$ cat config.mk
export PLATFORM = sky130hd
export DESIGN_NAME = menu_input_encoder
export DESIGN_NICKNAME = d
export VERILOG_FILES = /design/src/rtl/menu_input_pkg.sv /design/src/rtl/button_debouncer.sv /design/src/rtl/menu_input_encoder.sv
export SDC_FILE = /design/constraint.sdc
export NUM_CORES = 1
export LEC_CHECK = 0
export ABC_AREA = 1
export ABC_CLOCK_PERIOD_IN_PS = 1680
export CAP_MARGIN = 0
export CORE_MARGIN = 1
export CORE_UTILIZATION = 58
export DETAILED_ROUTE_END_ITERATION = 10
export DONT_BUFFER_PORTS = 1
export GPL_TIMING_DRIVEN = 0
export HOLD_SLACK_MARGIN = 0.06
export PLACE_DENSITY_LB_ADDON = 0.12
export SYNTH_ARGS = -nofsm -noshare
export SYNTH_HDL_FRONTEND = slang
export SYNTH_HIERARCHICAL = 1
export SYNTH_SLANG_ARGS = --single-unit
export TNS_END_PERCENT = 100
$ cat constraint.sdc
create_clock -name clk -period 1.68 [get_ports clk]
set_input_delay 0.336 -clock clk [delete_from_list [all_inputs] [get_ports clk]]
set_output_delay 0.336 -clock clk [all_outputs]
set_load 0.005 [all_outputs]
$ cat src/rtl/menu_input_pkg.sv
// Shared definitions for the menu input front end.
//   KEY_NONE/KEY_NEXT/KEY_PREV : 2-bit direction codes read by the menu
//   key_state_t                : direction FSM states
//   max2()                     : elaboration-time helper for counter sizing
package menu_input_pkg;

  localparam logic [1:0] KEY_NONE = 2'b00;
  localparam logic [1:0] KEY_NEXT = 2'b01;
  localparam logic [1:0] KEY_PREV = 2'b10;

  typedef enum logic [1:0] {
    S_IDLE,
    S_HOLD,
    S_GAP,
    S_WAIT_RELEASE
  } key_state_t;

  function automatic int max2(input int a, input int b);
    return (a > b) ? a : b;
  endfunction

endpackage

$ cat src/rtl/button_debouncer.sv
// Two-flop synchroniser followed by a stability counter for one raw button.
//   clk       : system clock
//   rst       : synchronous active-high reset
//   raw_in    : asynchronous raw button level
//   level_out : debounced level; flips only after DEBOUNCE_CYCLES consecutive
//               cycles in which the synchronised level differs from it
module button_debouncer #(
  parameter int DEBOUNCE_CYCLES = 650000
) (
  input  logic clk,
  input  logic rst,
  input  logic raw_in,
  output logic level_out
);

  localparam int              CW  = $clog2(DEBOUNCE_CYCLES) + 1;
  localparam logic [CW-1:0]   LIM = CW'(DEBOUNCE_CYCLES - 1);

  logic          sync1;
  logic          sync2;
  logic [CW-1:0] cnt;

  // NOTE: the reset is sampled on the clock edge only; every state element,
  // including the synchroniser flops, is cleared so the button is re-debounced.
  always_ff @(posedge clk) begin
    if (rst) begin
      sync1     <= 1'b0;
      sync2     <= 1'b0;
      cnt       <= '0;
      level_out <= 1'b0;
    end else begin
      // NOTE: non-blocking assignments make sync1->sync2 a true two-stage
      // pipeline; blocking ones would collapse it into a single flop.
      sync1 <= raw_in;
      sync2 <= sync1;
      if (sync2 == level_out) begin
        cnt <= '0;
      end else if (cnt == LIM) begin
        level_out <= sync2;
        cnt       <= '0;
      end else begin
        cnt <= cnt + 1'b1;
      end
    end
  end

endmodule

$ cat src/rtl/menu_input_encoder.sv
// Menu input front end: debounces next/prev/decide buttons and encodes them
// into a direction code with hold-to-auto-repeat, plus an armed decide level.
//   clk            : system clock
//   rst            : synchronous active-high reset
//   btn_next_in    : raw next button, 1 = pressed
//   btn_prev_in    : raw prev button, 1 = pressed
//   btn_decide_in  : raw decide button, 1 = pressed
//   enable_in      : consumer ready; both outputs forced to 0 while low
//   key_input_out  : 00 none, 01 next, 10 prev (11 never driven)
//   decide_out     : high while an armed decide press is held
// Every new direction code is preceded by at least one 00 cycle, since the
// menu only acts on a 00->code edge.
module menu_input_encoder
  import menu_input_pkg::*;
#(
  parameter int DEBOUNCE_CYCLES = 650000,
  parameter int REPEAT_DELAY    = 32500000,
  parameter int REPEAT_PERIOD   = 13000000,
  parameter int GAP_CYCLES      = 2
) (
  input  logic       clk,
  input  logic       rst,
  input  logic       btn_next_in,
  input  logic       btn_prev_in,
  input  logic       btn_decide_in,
  input  logic       enable_in,
  output logic [1:0] key_input_out,
  output logic       decide_out
);

  localparam int CW = $clog2(max2(max2(REPEAT_DELAY, REPEAT_PERIOD),
                                  max2(GAP_CYCLES, DEBOUNCE_CYCLES))) + 1;
  localparam logic [CW-1:0] DELAY_LIM  = CW'(REPEAT_DELAY - 1);
  localparam logic [CW-1:0] PERIOD_LIM = CW'(REPEAT_PERIOD - 1);
  localparam logic [CW-1:0] GAP_LIM    = CW'(GAP_CYCLES - 1);

  logic db_next;
  logic db_prev;
  logic db_decide;

  button_debouncer #(.DEBOUNCE_CYCLES(DEBOUNCE_CYCLES)) u_db_next (
    .clk(clk), .rst(rst), .raw_in(btn_next_in), .level_out(db_next)
  );
  button_debouncer #(.DEBOUNCE_CYCLES(DEBOUNCE_CYCLES)) u_db_prev (
    .clk(clk), .rst(rst), .raw_in(btn_prev_in), .level_out(db_prev)
  );
  button_debouncer #(.DEBOUNCE_CYCLES(DEBOUNCE_CYCLES)) u_db_decide (
    .clk(clk), .rst(rst), .raw_in(btn_decide_in), .level_out(db_decide)
  );

  key_state_t    state;
  logic [1:0]    code;       // direction being held or repeated
  logic [1:0]    key_q;
  logic [CW-1:0] rpt_cnt;    // repeat timer in S_HOLD, gap timer in S_GAP
  logic          first;      // next repeat uses the long initial delay
  logic          armed;
  logic          db_decide_q;

  // The held button and the opposing one, relative to the current code.
  logic own;
  logic other;

  // NOTE: both outputs are given a value before the conditional so this block
  // never infers a latch.
  always_comb begin
    own   = db_prev;
    other = db_next;
    if (code == KEY_NEXT) begin
      own   = db_next;
      other = db_prev;
    end
  end

  always_ff @(posedge clk) begin
    if (rst) begin
      state       <= S_IDLE;
      code        <= KEY_NONE;
      key_q       <= KEY_NONE;
      rpt_cnt     <= '0;
      first       <= 1'b0;
      armed       <= 1'b0;
      db_decide_q <= 1'b0;
    end else begin
      // Arm only on a debounced rising edge seen while enabled; a press that
      // was already down when enable rose can never arm.
      db_decide_q <= db_decide;
      armed       <= enable_in && db_decide && (armed || !db_decide_q);

      case (state)
        S_IDLE: begin
          if (db_next && db_prev) begin
            state <= S_WAIT_RELEASE;
          end else if (enable_in && (db_next ^ db_prev)) begin
            state   <= S_HOLD;
            code    <= db_next ? KEY_NEXT : KEY_PREV;
            key_q   <= db_next ? KEY_NEXT : KEY_PREV;
            rpt_cnt <= '0;
            first   <= 1'b1;
          end
        end

        S_HOLD: begin
          if (!own && !other) begin
            state <= S_IDLE;
            key_q <= KEY_NONE;
          end else if (other || !enable_in) begin
            state <= S_WAIT_RELEASE;
            key_q <= KEY_NONE;
          end else if (rpt_cnt == (first ? DELAY_LIM : PERIOD_LIM)) begin
            state   <= S_GAP;
            key_q   <= KEY_NONE;
            rpt_cnt <= '0;
            first   <= 1'b0;
          end else begin
            rpt_cnt <= rpt_cnt + 1'b1;
          end
        end

        S_GAP: begin
          if (rpt_cnt == GAP_LIM) begin
            rpt_cnt <= '0;
            if (own && !other && enable_in) begin
              state <= S_HOLD;
              key_q <= code;
            end else if ((db_next && db_prev) || !enable_in) begin
              state <= S_WAIT_RELEASE;
            end else begin
              state <= S_IDLE;
            end
          end else begin
            rpt_cnt <= rpt_cnt + 1'b1;
          end
        end

        S_WAIT_RELEASE: begin
          if (!db_next && !db_prev) begin
            state <= S_IDLE;
          end
        end

        default: begin
          state <= S_IDLE;
          key_q <= KEY_NONE;
        end
      endcase
    end
  end

  // Busy consumer sees silence immediately, not one cycle later.
  assign key_input_out = enable_in ? key_q : KEY_NONE;
  assign decide_out    = enable_in & armed;

endmodule

==> impl_metrics.csv <==
group,metric,value,unit
detailed_routing,first_iter_violations,393,
clock_network,cts_sinks,107,
detailed_routing,ant_nets,0,
sta,holdWs,-0.000591,ns
place,dp_slack,-0.285,ns
global_route,grt_pass1_vias,5336,
detailed_routing,wl_per_cell,13.2,um
clock_network,cts_inserted_buffers,9,
critical_path,worstSetupPathType,"reg -> reg",
clock_network,clk_pin_slew,0.10,ns
layout,nets,978,
critical_path,r2r_setup_slack,-0.13,ns
layout,n_fill_cell,818,
critical_path,r2r-end,"rpt_cnt[8]$_SDFFE_PP0P_",
yosys,ys_types,37,
clock_network,cts_tree,"yes",
sta,worstMarginPinSlew,0.486,ns
yosys,yosys.area.top_type,"dfxtp_1",
critical_path,arrival,2.09,ns
place,portBuffers,0,
yosys,synth_area_leaders,"dfxtp_1 (35%), nand2_1 (15%), nor2_1 (12%)",
clock_network,clock_latency,0.38,ns
sta,skew,0.0103,ns
layout,multiInputGateArea,0.00359,mm^2
floorplanning,initial_utilization,0.609,
detailed_routing,totalWireLength,14500,um
yosys,async_flop_share,0,
layout,final_cells,1097,
global_route,grt_usage,0.263,
global_route,grt_first_pass_wirelength,23400,um
sta,rsz0062_at_grt,"yes",
critical_path,critPathRequiredTime,1.96,ns
place,dpl.hpwl,9570,um
sta,tns,-2.01,ns
sta,slew_violations,0,
sta,final-hold-violation-count,1,
detailed_routing,via_per_inst,5.29,
clock_network,hold_buffers,7,
floorplanning,dieArea,0.0108,mm^2
detailed_routing,vias,5798,
layout,diodes,0,
floorplanning,die-width,104,um
yosys,synthCells,916,
yosys,seq_area_frac_synth,0.355,
yosys,synthFlopType,"dfxtp_1",
detailed_routing,dr.pass1.iters,5,
pwr,leakagePower,0.00254,uW
worst_hold_path,hold_start,"rst",
place,dp.cells,1049,
yosys,synth_edf_count,0,
clock_network,h-tree-depth,3,
critical_path,end_kind,"flop",
pwr,powerDensity,872,mW/mm^2
pwr,max-vdd-ir-drop,1050,uV
layout,final_core_util,0.711,
global_route,antenna_found_initial,0,
run_status,status,"finished with violations",
sta,fin_ws,-0.132,ns
sta,final.min_clock_period,1.81,ns
job,max_cap_viol_count,0,
yosys,synth_area_per_cell,6.59,um^2
yosys,yosysWarnings,6,
global_route,grt_max_degree,18,
yosys,synth_top_area_share,0.355,
yosys,synth_seq_cells,107,
worst_hold_path,whs_path_depth,1,
place,postPlaceCellArea,0.00621,mm^2
yosys,yosysMostFrequentCell,"nand2_1",
run_status,violations,"negative hold slack, negative setup slack",
clock_network,cts_root_buf,"clkbuf_8",
yosys,synth_fp_nets,934,
floorplanning,coreArea,0.00991,mm^2
critical_path,rr_startpoint,"u_db_next/level_out$_SDFFE_PP0P_",
floorplanning,fp.dieH,104,um
critical_path,startpoint_type,"flop",
layout,ff_latch_area,0.00217,mm^2
place,gp_congestion,0.915,
global_route,grt.overflow.total,0,
clock_network,clock_path_buffers,2,
sta,finalCritPeriodShare,1.08,
layout,final_layout_size_suffix_gt1_frac,0.174,
layout,area_growth,16.8,%
layout,stdcell_area,0.00705,mm^2
worst_hold_path,holdPathEnd,"rpt_cnt[7]$_SDFFE_PP0P_",
sta,maxSlewHeadroom,0.674,
floorplanning,rows,36,
critical_path,r2r_cells,11,
yosys,syn_area,0.00604,mm^2
critical_path,crit_start,"u_db_next/level_out$_SDFFE_PP0P_",
sta,setup_violations,24,
critical_path,crit_fanout,5,
detailed_routing,route.detailed.drc,0,
yosys,yosys-top-cells-count,"nand2_1 (234), nor2_1 (193), inv_1 (108)",
sta,fmax,552,MHz
worst_hold_path,hold_class,"in -> reg",
floorplanning,pin_count,9,
stage by stage:
stage | hold slack [ns] | total power, uW
floorplan | 0.384 | 3630
global placement | 0.393 | 3840
detailed placement | 0.397 | 3880
CTS | -0.0128 | 5890
global route | -0.0192 | 6470
finish | -0.000591 | 6150
logic make-up after synthesis:
group,Yosys count,synth area share
DFF,107,0.355
adders and majority gates,12,0.0249
AOI/OAI and AO/OA,62,0.0568
buffers and inverters,125,0.0937
and+or+nand+nor,572,0.415
xor gates and xnor gates,38,0.0551
how the worst max path moves through the flow:
| stage | slack (ns) | depth (start not counted) | end |
|---|---|---|---|
| 2_1_floorplan | 0.004 | 9 | rpt_cnt[20]$_SDFFE_PP0P_ |
| 5_1_grt | -0.20 | 13 | rpt_cnt[5]$_SDFFE_PP0P_ |
| 4_1_cts | -0.1 | 14 | rpt_cnt[15]$_SDFFE_PP0P_ |
| 3_5_place_dp | -0.28 | 9 | rpt_cnt[20]$_SDFFE_PP0P_ |
| 3_3_place_gp | -0.26 | 9 | rpt_cnt[20]$_SDFFE_PP0P_ |
| 6_report | -0.13 | 11 | rpt_cnt[8]$_SDFFE_PP0P_ |
layout make-up:
type,count,share of cell area
buffer,12,0.0208
clock buffer,10,0.0181
clock inverter,5,0.00887
inverter,112,0.0607
multi-input combinational,685,0.509
sequential,107,0.308
tap,133,0.0236
timing repair buffer,33,0.0506
routing by layer:
metal	share of wire	track usage	up-vias
li1	-	-	2941
met1	0.43	0.330	2648
met2	0.49	0.454	178
met3	0.057	0.0520	31
met4	0.023	0.0806	0
met5	0	0	-
repair_timing:
action,in CTS,in global routing
pin swaps,12,21
endpoints found under the setup margin,46,70
gates cloned,2,2
hold endpoints to repair,11,4
setup buffers,18,6
resized for setup,42,55
sequential cells by signal (all words and copies together), names as in the netlist, 2 cells and up:
signal and cells:
state 2, u_db_next/cnt 21, rpt_cnt 26, u_db_decide/cnt 21
code 2, key_q 2, u_db_prev/cnt 21
worst max-delay path, cell delays in order, from the launching register on:
cell	delay [ns]
dfxtp_4	0.38
buf_4	0.14
nand2_1	0.11
nand3_2	0.12
nand2_2	0.15
nand3_4	0.18
inv_4	0.12
buf_8	0.13
buf_12	0.11
nand3_2	0.06
nand3_1	0.14
a21oi_1	0.07
cell usage in the layout (no fill, tap or decap), drive strengths merged, types with 7 or more instances in the layout:
cell type    netlist  final
nor2             213    213
nor3              10     10
nand3             70     71
dlygate4sd3        0      7
buf               12     37
xnor2             10     10
nand4             14     14
o21ai             18     18
nand2            246    246
ha                12     12
clkbuf             1     11
dfxtp            107    107
inv              112    114
xor2              28     28
or2               11     11
a21oi             36     36
where the power goes:
group / switching, uW / internal, uW / total, uW / leakage [uW]
Clock: 885 / 692 / 1580 / 0.0000894
Combinational: 1050 / 870 / 1920 / 0.00158
Sequential: 45.9 / 2600 / 2650 / 0.000873
Total: 1980 / 4160 / 6150 / 0.00254
Note: power is estimated with default switching activity, not from simulation.
